===== src/rtl/tdc_pkg.sv =====
// Shared types and constants for the TDC transmit path.
package tdc_pkg;

   localparam int unsigned MEAS_W     = 40;
   localparam logic [7:0]  STATUS_TAG = 8'hA5;

   typedef enum logic [1:0] {
      ST_IDLE,
      ST_ISSUE,
      ST_WAIT_ACK,
      ST_WAIT_DONE
   } tx_state_t;

   function automatic logic [MEAS_W-1:0] status_word(input logic [15:0] drops,
                                                     input logic [15:0] frames);
      return {STATUS_TAG, drops, frames};
   endfunction

endpackage


===== src/rtl/tdc_meas_fifo.sv =====
// Synchronous measurement FIFO; head word is visible combinationally on dout.
module tdc_meas_fifo #(
   parameter int unsigned DEPTH = 4,
   parameter int unsigned WIDTH = 40
) (
   input  logic                     clk,
   input  logic                     rst_n,
   input  logic                     push,
   input  logic                     pop,
   input  logic [WIDTH-1:0]         din,
   output logic [WIDTH-1:0]         dout,
   output logic                     full,
   output logic                     empty,
   output logic [$clog2(DEPTH):0]   level
);

   localparam int unsigned AW = $clog2(DEPTH);

   logic [WIDTH-1:0] r_mem [DEPTH];
   logic [AW-1:0]    r_wr_ptr;
   logic [AW-1:0]    r_rd_ptr;
   logic [AW:0]      r_level;
   logic             w_push_ok;
   logic             w_pop_ok;

   assign full  = (r_level == (AW+1)'(DEPTH));
   assign empty = (r_level == '0);
   assign level = r_level;
   assign dout  = r_mem[r_rd_ptr];

   // A push into a full FIFO still lands when the head leaves in the same cycle.
   assign w_pop_ok  = pop & ~empty;
   assign w_push_ok = push & (~full | w_pop_ok);

   always_ff @(posedge clk) begin
      if (w_push_ok) begin
         r_mem[r_wr_ptr] <= din;
      end
   end

   always_ff @(posedge clk or negedge rst_n) begin
      if (!rst_n) begin
         r_wr_ptr <= '0;
         r_rd_ptr <= '0;
         r_level  <= '0;
      end else begin
         if (w_push_ok) r_wr_ptr <= r_wr_ptr + 1'b1;
         if (w_pop_ok)  r_rd_ptr <= r_rd_ptr + 1'b1;
         case ({w_push_ok, w_pop_ok})
            2'b10:   r_level <= r_level + 1'b1;
            2'b01:   r_level <= r_level - 1'b1;
            default: r_level <= r_level;
         endcase
      end
   end

endmodule


===== src/rtl/tdc_tx_scheduler.sv =====
// Owns the UART link: buffers measurements, interleaves periodic status frames,
// and enforces a minimum spacing between frame starts.
module tdc_tx_scheduler
   import tdc_pkg::*;
#(
   parameter int unsigned CLK_FREQ        = 100_000_000,
   parameter int unsigned TX_RATE_HZ      = 20,
   parameter int unsigned FIFO_DEPTH      = 4,
   parameter int unsigned STATUS_INTERVAL = 100_000_000
) (
   input  logic                          clk_100m,
   input  logic                          rst_n,
   input  logic [MEAS_W-1:0]             meas_in,
   input  logic                          meas_valid,
   input  logic                          uart_busy,
   output logic [MEAS_W-1:0]             tx_data,
   output logic                          tx_kind,
   output logic                          tx_start,
   output logic [$clog2(FIFO_DEPTH):0]   fifo_level,
   output logic [15:0]                   drop_count
);

   localparam int unsigned SLOT   = CLK_FREQ / TX_RATE_HZ;
   localparam int unsigned SLOT_W = $clog2(SLOT + 1);
   localparam int unsigned TMR_W  = (STATUS_INTERVAL > 1) ? $clog2(STATUS_INTERVAL) : 1;

   localparam logic [SLOT_W-1:0] SLOT_MAX   = SLOT_W'(SLOT);
   localparam logic [SLOT_W-1:0] SLOT_READY = SLOT_W'(SLOT - 1);
   localparam logic [TMR_W-1:0]  TMR_LAST   = TMR_W'(STATUS_INTERVAL - 1);

   tx_state_t           r_state;
   tx_state_t           w_next_state;
   logic [SLOT_W-1:0]   r_slot_cnt;
   logic [TMR_W-1:0]    r_timer;
   logic                r_status_due;
   logic [MEAS_W-1:0]   r_tx_data;
   logic                r_tx_kind;
   logic [15:0]         r_frames_sent;
   logic [15:0]         r_drop_count;

   logic                w_slot_ok;
   logic                w_select;
   logic                w_sel_status;
   logic                w_pop;
   logic                w_tx_start;
   logic                w_wrap;
   logic                w_drop;
   logic [MEAS_W-1:0]   w_fifo_head;
   logic                w_fifo_full;
   logic                w_fifo_empty;

   tdc_meas_fifo #(
      .DEPTH (FIFO_DEPTH),
      .WIDTH (MEAS_W)
   ) u_fifo (
      .clk   (clk_100m),
      .rst_n (rst_n),
      .push  (meas_valid),
      .pop   (w_pop),
      .din   (meas_in),
      .dout  (w_fifo_head),
      .full  (w_fifo_full),
      .empty (w_fifo_empty),
      .level (fifo_level)
   );

   // The counter reads 0 during the tx_start cycle; selecting at SLOT-1 puts
   // the next start exactly SLOT cycles after the previous one.
   assign w_slot_ok = (r_slot_cnt >= SLOT_READY);
   assign w_pop     = w_select & ~w_sel_status;
   assign w_wrap    = (r_timer == TMR_LAST);
   assign w_drop    = meas_valid & w_fifo_full & ~w_pop;

   always_comb begin
      w_next_state = r_state;
      w_select     = 1'b0;
      w_sel_status = 1'b0;
      w_tx_start   = 1'b0;
      case (r_state)
         ST_IDLE: begin
            if (w_slot_ok && !uart_busy && (r_status_due || !w_fifo_empty)) begin
               w_select     = 1'b1;
               w_sel_status = r_status_due;
               w_next_state = ST_ISSUE;
            end
         end
         ST_ISSUE: begin
            w_tx_start   = 1'b1;
            w_next_state = ST_WAIT_ACK;
         end
         ST_WAIT_ACK: begin
            if (uart_busy) w_next_state = ST_WAIT_DONE;
         end
         ST_WAIT_DONE: begin
            if (!uart_busy) w_next_state = ST_IDLE;
         end
         default: w_next_state = ST_IDLE;
      endcase
   end

   always_ff @(posedge clk_100m or negedge rst_n) begin
      if (!rst_n) begin
         r_state       <= ST_IDLE;
         r_slot_cnt    <= SLOT_MAX;
         r_timer       <= '0;
         r_status_due  <= 1'b0;
         r_tx_data     <= '0;
         r_tx_kind     <= 1'b0;
         r_frames_sent <= '0;
         r_drop_count  <= '0;
      end else begin
         r_state <= w_next_state;

         if (w_select) begin
            r_slot_cnt <= '0;
         end else if (r_slot_cnt != SLOT_MAX) begin
            r_slot_cnt <= r_slot_cnt + 1'b1;
         end

         r_timer <= w_wrap ? '0 : r_timer + 1'b1;

         // A wrap landing on the selection cycle re-arms the request.
         if (w_wrap) begin
            r_status_due <= 1'b1;
         end else if (w_sel_status) begin
            r_status_due <= 1'b0;
         end

         if (w_select) begin
            r_tx_kind <= w_sel_status;
            r_tx_data <= w_sel_status ? status_word(r_drop_count, r_frames_sent) : w_fifo_head;
         end

         if (w_pop) r_frames_sent <= r_frames_sent + 1'b1;

         if (w_drop && (r_drop_count != 16'hFFFF)) begin
            r_drop_count <= r_drop_count + 1'b1;
         end
      end
   end

   assign tx_start   = w_tx_start;
   assign tx_data    = r_tx_data;
   assign tx_kind    = r_tx_kind;
   assign drop_count = r_drop_count;

endmodule


===== config.mk =====
export PLATFORM = sky130hd
export DESIGN_NAME = tdc_tx_scheduler
export DESIGN_NICKNAME = d
export VERILOG_FILES = /design/src/rtl/tdc_pkg.sv /design/src/rtl/tdc_meas_fifo.sv /design/src/rtl/tdc_tx_scheduler.sv
export SDC_FILE = /design/constraint.sdc
export NUM_CORES = 1
export LEC_CHECK = 0
export BUFFER_PORTS_ARGS = -buffer_cell sky130_fd_sc_hd__buf_4
export CAP_MARGIN = 20
export CORE_UTILIZATION = 56
export CTS_BUF_LIST = sky130_fd_sc_hd__clkbuf_2 sky130_fd_sc_hd__clkbuf_4 sky130_fd_sc_hd__clkbuf_8
export DETAILED_ROUTE_END_ITERATION = 10
export GPL_ROUTABILITY_DRIVEN = 0
export PLACE_DENSITY_LB_ADDON = 0.05
export SLEW_MARGIN = 20
export SYNTH_ARGS = -nofsm -noshare
export SYNTH_HDL_FRONTEND = slang
export SYNTH_SLANG_ARGS = --single-unit

===== constraint.sdc =====
create_clock -name clk_100m -period 2.84 [get_ports clk_100m]
set_input_delay 0.284 -clock clk_100m [delete_from_list [all_inputs] [get_ports clk_100m]]
set_output_delay 0.284 -clock clk_100m [all_outputs]
set_load 0.005 [all_outputs]

# Yosys cells after proc, flatten, opt, wreduce, memory -nomap -nowiden
# Memory sizes are Yosys's and may differ from the RTL's.
# Cells that the tools add are included.
[classes]
add_sub_neg = 8
magnitude_cmp = 1
eq_ne = 12
muxes = 18
n_bitwise = 10
n_reduce_logical = 12
[op_table]
columns = ["cell", "n"]
rows = [
  ["23-bit 2-to-1 mux", 2],
  ["40-bit 2-to-1 mux", 1],
  ["16-bit by 1-bit adder with 16-bit output, second input constant", 2],
  ["27-bit by 1-bit adder with 27-bit output, second input constant", 1],
  ["27-bit equality test, second input constant", 1],
  ["27-bit 2-to-1 mux", 1],
  ["23-bit by 1-bit adder with 23-bit output, second input constant", 1],
  ["23-bit >= comparator, second input constant", 1],
  ["23-bit inequality test, second input constant", 1],
  ["16-bit inequality test, second input constant", 1],
  ["1-bit 2-to-1 mux", 9],
  ["2-bit case mux with 4 select lines", 1],
  ["2-bit equality test, second input constant", 3],
  ["2-bit 2-to-1 mux", 3],
  ["2-bit inequality test, second input constant", 3],
  ["3-bit case mux with 2 select lines", 1],
  ["2-bit nonzero test", 3],
  ["1-bit bitwise AND", 5],
  ["2-bit by 1-bit adder with 2-bit output, second input constant", 2],
  ["2-bit by 1-bit equality test with 1-bit output, second input constant", 2],
  ["1-bit inverter", 4],
  ["3-bit by 1-bit adder with 3-bit output, second input constant", 1],
  ["3-bit equality test, second input constant", 1],
  ["1-bit logical AND", 3],
  ["7 further kinds", 8],
]
[word_totals]
ff_bits = 133
mem_bits_rw = 160
output_inout_bits = 61
memories = 1
[memory_table]
columns = ["memory", "words", "word_bits", "read_ports", "rd_ports_with_merged_regs", "write_ports", "line_no", "text"]
rows = [
  ["u_fifo.r_mem", 4, 40, 1, 0, 1, "tdc_meas_fifo.sv:19", "logic [WIDTH-1:0] r_mem [DEPTH];"],
]

# Depth between registers and ports, before layout
# Gate-level depths: netlist of run 1.
[depth]
depth_word = 13
mapped_depth = 12

# Hierarchy
# Synthesis of run 1 repeated with hierarchy kept, for this count alone.
[unflattened]
hier_cells = 829
area_unflattened_um2 = 12234.2
[modules_own_cells]
columns = ["mod", "instances", "cells_per_inst", "area_per_inst_um2"]
rows = [
  ["tdc_meas_fifo", 1, 248, 6188.4],
  ["tdc_tx_scheduler", 1, 581, 6045.8],
]

# Worst setup path before layout of run 1
# OpenSTA, ideal clock, no wires.
[synth_timing]
path_kind = "reg2reg"
start = "register r_slot_cnt[1]"
end = "memory u_fifo.r_mem[2][0], enable pin"
arrival_ps = 2653
required_time_ps = 2439
slack_ps = -214
stages_incl_launch_ff = 8
path_cell_list = "dfrtp_1 > ha_1 > a21o_1 > a31oi_1 > nor4_2 > o21ai_2 > a21boi_1 > and2_1"
[synth_between]
elab_chain_len = 12
elab_cells_between_ends = 14
classes_between = "order compare: 1; mux: 6; bitwise: 5; reduce/logical: 2"
[synth_lines]
columns = ["element", "line_no", "text"]
rows = [
  ["from (decl)", "tdc_tx_scheduler.sv:33", "logic [SLOT_W-1:0] r_slot_cnt;"],
  ["from (signal assigned)", "tdc_tx_scheduler.sv:117", "r_slot_cnt <= r_slot_cnt + 1'b1;"],
  ["23-bit >= comparator (*)", "tdc_tx_scheduler.sv:69", "assign w_slot_ok = (r_slot_cnt >= SLOT_READY);"],
  ["1-bit logical AND (*) (2 in series)", "tdc_tx_scheduler.sv:81", "if (w_slot_ok && !uart_busy && (r_status_due || !w_fifo_empty)) begin"],
  ["1-bit 2-to-1 mux", "tdc_tx_scheduler.sv:81", ""],
  ["1-bit 2-to-1 mux", "tdc_tx_scheduler.sv:79", "case (r_state)"],
  ["1-bit inverter", "tdc_tx_scheduler.sv:70", "assign w_pop = w_select & ~w_sel_status;"],
  ["1-bit bitwise AND (*)", "tdc_tx_scheduler.sv:70", ""],
  ["1-bit bitwise AND (*)", "tdc_meas_fifo.sv:32", "assign w_pop_ok = pop & ~empty;"],
  ["1-bit OR (*)", "tdc_meas_fifo.sv:33", "assign w_push_ok = push & (~full | w_pop_ok);"],
  ["1-bit bitwise AND (*)", "tdc_meas_fifo.sv:33", ""],
  ["1-bit 2-to-1 mux (*)", "tdc_meas_fifo.sv:36", "if (w_push_ok) begin"],
  ["1-bit 2-to-1 mux (implied by the code) (*)", "tdc_meas_fifo.sv:37", "r_mem[r_wr_ptr] <= din;"],
  ["to (decl)", "tdc_meas_fifo.sv:19", ""],
]
# Every way passes the cells marked *; elsewhere a longest branch is shown, timed or not.

# Final worst setup path of run 1
[layout_timing]
start = "register r_slot_cnt[8]"
end = "register u_fifo.r_level[2], in the netlist u_fifo.level[2]"
[layout_between]
elab_chain_len = 12
elab_cells_between_ends = 16
classes_between = "order compare: 1; eq/ne: 2; mux: 5; bitwise: 5; reduce/logical: 3"
[layout_lines]
columns = ["element", "line_no", "text"]
rows = [
  ["23-bit >= comparator (*)", "tdc_tx_scheduler.sv:69", ""],
  ["1-bit logical AND (*) (2 in series)", "tdc_tx_scheduler.sv:81", ""],
  ["1-bit 2-to-1 mux", "tdc_tx_scheduler.sv:81", ""],
  ["1-bit 2-to-1 mux", "tdc_tx_scheduler.sv:79", ""],
  ["1-bit inverter", "tdc_tx_scheduler.sv:70", ""],
  ["1-bit bitwise AND (*)", "tdc_tx_scheduler.sv:70", ""],
  ["1-bit bitwise AND (*)", "tdc_meas_fifo.sv:32", ""],
  ["1-bit OR", "tdc_meas_fifo.sv:33", ""],
  ["1-bit bitwise AND", "tdc_meas_fifo.sv:33", ""],
  ["2-bit by 1-bit equality test with 1-bit output / 2-bit equality test (equally long branches)", "tdc_meas_fifo.sv:49", "case ({w_push_ok, w_pop_ok})"],
  ["3-bit case mux with 2 select lines / 2-bit nonzero test (equally long branches)", "n/a", ""],
  ["to (signal assigned)", "tdc_meas_fifo.sv:50", "2'b10: r_level <= r_level + 1'b1;"],
  ["to (signal assigned)", "tdc_meas_fifo.sv:51", "2'b01: r_level <= r_level - 1'b1;"],
  ["to (signal assigned)", "tdc_meas_fifo.sv:52", "default: r_level <= r_level;"],
  ["to (decl)", "tdc_meas_fifo.sv:22", "logic [AW:0] r_level;"],
]
# Marks and branches as above.
# A chain may end at the register's enable or synchronous reset.

==> reports/metrics.csv, run 1 <==
metric,value,unit
status,finished clean,
Max VDD drop,472,uV
H-tree levels,2,
Max Fclk,373,MHz
Synth Cell Area,0.0122,sq mm
PD cells,684,mW/mm^2
DR vias/cell,5.72,
initial antenna violation count,0,
Final Util,0.708,
max-slew violation count,0,
n_diodes,0,
ys flop type,edfxtp_1,
crit path DAT,3140,ps
RSZ-0062 raised after global routing,false,
"most common cell after layout, fill and taps aside",edfxtp_1,
kind of end point of the critical path,flip-flop,
Setup-failing EPs final,0,
Die X,150,um
Worst Max-Slew Pin Slew,840,ps
worst-case clock buffer depth,3,
Post-DP HPWL,17.2,mm
element type at the critical path start,flip-flop,
vias in the first global route,8335,
CP required,3310,ps
WL/cell,19.2,um
layout overhead on the synthesized area,23.0,%
fin crit period,2680,ps
DP Cell Count,1252,
Fin. Hold Viols,0,
Iter 0 DRT Violations,498,
Die Y,150,um
Post-synth EDFFs,160,
Final period util,0.943,
largest net degree at the start of global routing,57,
GRT Residual Overflow,0,
boundary pin count,105,
total die area,0.0224,sq mm
Placed Instance Area,0.0135,sq mm
design area,0.0150,sq mm
global-route wire length before repair,43.0,mm
nets@finish,1133,
Ys Warns,0,
Mapped Nets,946,
Remaining DRCs,0,
Cell variety after synth,49,
Root Buffer,clkbuf_8,
overall power,10300,uW
port bufs,104,
clk sinks,293,
ratio of cells with drive above 1 in the final layout,0.266,
clock skew,34.8,ps
Core Box Area,0.0212,sq mm
Routed Antenna Nets,0,
ys async rst share,0.454,
max cap viols,0,
Mean Syn Cell Area,13.8,sq um
final wirelength,26.6,mm
CTS tree,yes,
first drt pass iteration count,5,
Core Rows,53,
"Clk Latency, worst-skew pair",570,ps
post-synthesis register bit count,293,
worst hold path class,in2reg,
Syn Inst Count,886,
slew margin rel.,0.440,
Pleak,0.00589,uW
sequential element share of the synthesized area,0.666,
Setup CP Type,reg2reg,
total clock buffers created by CTS,48,
Initial Util,0.576,
Worst-path clk slew,60,ps
Tot GR Track Use,0.250,
DR vias,7928,
most frequent cells in the layout,"160 x edfxtp_1, 129 x buf_4, 123 x dfrtp_1, 110 x nand2_1, 86 x nor2_1",
post-layout instance count excluding filler cells,1386,
crit-path max FO,6,
==> area by class of cell <==
type                       instances  area (sq um)
sequential                       293          8150
fill                            1489          6190
multi-input combinational        534          3870
timing repair buffer             181          1590
clock buffer                      74           893
tap                              275           344
clock inverter                    14           125
inverter                          15          56.3
==> sequential cells by signal, summed over array words and instances (netlist names) <==
register	count
u_fifo.r_mem	160
tx_data	40
r_timer	27
r_slot_cnt	23
drop_count	16
r_frames_sent	16
u_fifo.level	3
r_state	2
u_fifo.r_rd_ptr	2
u_fifo.r_wr_ptr	2
r_status_due	1
tx_kind	1
==> through the flow <==
| stage | TNS, ps | setup WS (ps) | hold WS (ps) |
|---|---|---|---|
| floorplan | 0 | 113 | -11.6 |
| global placement | 0 | 146 | 274 |
| detailed placement | -1.49 | -1.49 | 280 |
| CTS | 0 | 38.9 | 96.3 |
| global route | 0 | 26.4 | 110 |
| finish | 0 | 162 | 131 |
==> routing by layer <==
metal	GRT usage	routed length, um
met5	0	0
met4	0.0712	479
met3	0.0439	1510
met2	0.440	13800
met1	0.319	10800
==> cells in the mapped netlist (9+ instances only) <==
cell type | count | share of area
buf_2 | 17 | 0.0070
nand2_1 | 111 | 0.034
nor3_1 | 13 | 0.0053
ha_1 | 15 | 0.015
mux4_2 | 40 | 0.074
o21ai_0 | 17 | 0.0070
edfxtp_1 | 160 | 0.39
nor2_1 | 86 | 0.026
and3_1 | 14 | 0.0072
nand3_1 | 32 | 0.013
clkbuf_1 | 22 | 0.0068
inv_1 | 14 | 0.0043
nand4_1 | 25 | 0.013
xor2_1 | 29 | 0.021
dfrtp_1 | 125 | 0.26
nor4_1 | 9 | 0.0046
xnor2_1 | 41 | 0.029
a31oi_1 | 35 | 0.018
==> critical path: stages (launching register included) <==
cell and delay [ps]:
dfstp_2 570, and3_4 230, nand2_2 90, nor4_4 320, o21ai_2 140, a21boi_2 170
inv_1 60, ha_1 220, fa_2 340, xnor2_1 130, nor2_1 130, xor2_1 190
==> repair_timing <==
item                                    CTS  global route
setup buffers                             0             5
gates resized for setup                   1             8
endpoints found under the hold margin   206             0
pin swaps                                 0             5
endpoints found under the setup margin    1             2
hold buffers                             41             0
==> worst paths after layout <==
path,from,endpoint,slack (ps),cells past startpoint
worst max register to register,r_slot_cnt[8],u_fifo.level[2],160,11
worst min-delay path,uart_busy,r_state[0],130,3
worst max-delay path,r_slot_cnt[8],u_fifo.level[2],160,11
worst min register to register,r_frames_sent[15],r_frames_sent[15],470,1
max in group asynchronous,rst_n,tx_data[15],1750,3
min in group asynchronous,rst_n,r_slot_cnt[12],260,2
==> power breakdown <==
| part | internal (uW) | switching [uW] |
|---|---|---|
| clock network | 2190 | 1620 |
| registers | 5080 | 219 |
| logic | 547 | 623 |
| total | 7820 | 2460 |
==> cell families after synthesis <==
group | share of synthesized area
flip-flops | 0.666
multiplexers | 0.0809
AO/OA/AOI/OAI | 0.0381
buffers and inverters | 0.0212
adder cells (fa/ha/maj) | 0.0170
AND/OR/NAND/NOR | 0.126
XOR/XNOR | 0.0502
(Power assumes the default switching activity.)
==> run 2: changes to the inputs <==
BUFFER_PORTS_ARGS = default   (was -buffer_cell sky130_fd_sc_hd__buf_4)
CORE_UTILIZATION = 59   (was 56)
CTS_BUF_LIST = sky130_fd_sc_hd__clkbuf_4 sky130_fd_sc_hd__clkbuf_8   (was sky130_fd_sc_hd__clkbuf_2 sky130_fd_sc_hd__clkbuf_4 sky130_fd_sc_hd__clkbuf_8)
DONT_BUFFER_PORTS = 1   (was default)
==> run 2 against run 1 <==
Net effect:
- the flow now finishes with violations (negative hold slack)
- count of clock-buffer cells in the layout down 1
- register-to-register slack worse by 20 ps
- design area decreased by 5.9%
- utilization down 1.1 points
- combinational power down 16%
- non-clock buffer count shrank 107
- worst hold slack lost 710 ps
- sequential share of layout area increased by 3.4 points
- critical endpoint unchanged
==> reports/metrics.csv, run 2 (same netlist as run 1, synthesis figures left out) <==
metric,value,unit,change
status,"complete, but fails checks",,
violated checks,negative hold slack,,
Clk pwr share,0.371,,about the same
Gate power share,0.098,,-0.016
Worst Max-Slew Pin Slew,884,ps,+43.3 ps
Max Fclk,370,MHz,-0.86%
Top reg by flops,u_fifo.r_mem,,
Setup-failing EPs final,0,,unchanged
CP required,3300,ps,about the same
WL/cell,20.1,um,+4.8%
port bufs,0,,-100%
Routed Antenna Nets,0,,unchanged
DR vias,7518,,-5.2%
Core Box Area,0.0203,sq mm,-4.3%
Post-DP HPWL,15.9,mm,-7.5%
layout overhead on the synthesized area,15.7,%,
H-tree levels,2,,unchanged
GRT Residual Overflow,0,,unchanged
Pleak,0.00530,uW,-9.9%
fill cell count,1421,,-4.6%
Psw,2340,uW,-4.9%
worst hold path class,in2async,,
clk sinks,293,,unchanged
ratio of cells with drive above 1 in the final layout,0.188,,-0.0786
initial antenna violation count,1,,+1
max cap viols,0,,unchanged
fin crit period,2700,ps,+23.1 ps
max-slew violation count,0,,unchanged
DR vias/cell,5.91,,+3.3%
total die area,0.0213,sq mm,-5.0%
Pint,7650,uW,-2.3%
slew margin rel.,0.411,,-0.0289
crit path DAT,3160,ps,+20 ps
sequential power share,0.531,,+0.015
vias in the first global route,7815,,-6.2%
clock skew,17.3,ps,-17.5 ps
max reg flops,160,,unchanged
reg2reg setup slack,140,ps,-20 ps
Fin Hold WS,-581,ps,-713 ps
sw frac,0.234,,-0.00487
final wirelength,25.6,mm,-3.8%
Tot GR Track Use,0.252,,+0.00205
CTS tree,yes,,
Worst-path clk slew,60,ps,about the same
"Clk Latency, worst-skew pair",560,ps,about the same
element type at the critical path start,flip-flop,,
Hold Buf Count CTS,41,,unchanged
nets@finish,1025,,-9.5%
Setup CP Type,reg2reg,,
DP Cell Count,1137,,-9.2%
Die X,146,um,-2.5%
post-layout instance count excluding filler cells,1272,,-8.2%
Die Y,146,um,-2.5%
Final period util,0.951,,+0.00813
PD cells,706,mW/mm^2,+3.2%
Initial Util,0.602,,+0.0261
worst-case clock buffer depth,3,,unchanged
Remaining DRCs,0,,unchanged
"most common cell after layout, fill and taps aside",edfxtp_1,,
Max VDD drop,542,uV,+15%
Core Rows,52,,-1.9%
total clock buffers created by CTS,47,,-2.1%
Iter 0 DRT Violations,461,,-7.4%
first drt pass iteration count,5,,unchanged
boundary pin count,105,,unchanged
global-route wire length before repair,41.8,mm,-3.0%
largest net degree at the start of global routing,134,,+140%
most frequent cells in the layout,"160 x edfxtp_1, 122 x dfrtp_1, 111 x nand2_1, 86 x nor2_1, 51 x clkbuf_8",,
Fin. Hold Viols,133,,+133
crit-path max FO,4,,-2
Root Buffer,clkbuf_8,,
kind of end point of the critical path,flip-flop,,
-- run 2: cell count changes in the layout (fill, tap and decap cells not counted), moves of 2 or more --
cell,previous run,this run
ha_2,0,2
ha_1,15,13
buf_4,129,25
clkbuf_4,20,22
clkinv_2,3,5
buf_12,10,8
clkbuf_8,54,51
clkinv_1,7,5
-- run 2: final cells by class --
type,count,area [sq um],area share
antenna,1,2.50,0.000177
clock buffer,73,867,0.0613
clock inverter,12,108,0.00761
inverter,15,56.3,0.00398
multi-input combinational,534,3870,0.273
sequential,293,8150,0.576
tap,270,338,0.0239
timing repair buffer,74,758,0.0536
-- run 2: layer usage --
metal / wire length (um) / up-vias / global-route usage
li1: - / 3401 / -
met1: 10600 / 3855 / 0.331
met2: 12800 / 221 / 0.417
met3: 1730 / 41 / 0.0627
met4: 510 / 0 / 0.0816
met5: 0 / - / 0
-- run 2: final timing paths --
| kind | startpoint | endpoint | depth (start not counted) |
|---|---|---|---|
| setup / recovery | r_slot_cnt[22] | u_fifo.level[2] | 11 |
| hold / removal | rst_n | tx_data[33] | 0 |
| setup reg to reg | r_slot_cnt[22] | u_fifo.level[2] | 11 |
| hold reg to reg | r_timer[0] | r_timer[0] | 1 |
| max in group asynchronous | rst_n | r_slot_cnt[9] | 0 |
| min in group clk_100m | meas_valid | drop_count[15] | 4 |
-- run 2: through the flow --
step,instance area (sq um),total power [uW],setup TNS (ps),util,setup WS (ps)
floorplan,12200,5880,0,-,113
global placement,12700,6230,0,0.624,182
detailed placement,12700,6300,0,0.624,83.9
CTS,14000,10100,0,0.692,56.4
global route,14100,10400,-53.6,0.697,-11.3
finish,14100,9990,0,0.697,139
-- run 2: power groups by stage --
stage | sequential, uW | combinational, uW | clock, uW
after floorplan | 5300 | 572 | 0
after global placement | 5350 | 884 | 0
after detailed placement | 5390 | 913 | 0
after CTS | 5310 | 985 | 3770
after global routing | 5350 | 1070 | 3970
final | 5310 | 979 | 3700
-- run 2: worst max-delay path, stage by stage, from the launching register on --
cell and delay, ps:
dfstp_2 560, nand4_1 140, nand3b_1 260, nor4_4 340, o21ai_2 140, a21boi_2 180, inv_1 60, ha_2 190
fa_2 330, xnor2_1 130, nor2_1 110, xor2_1 170
-- run 2: timing repair --
action                                 in CTS  in global routing
endpoints found under the hold margin     294                133
setup endpoints to repair                   0                  2
setup buffers                               0                  8
resized for setup                           0                  9
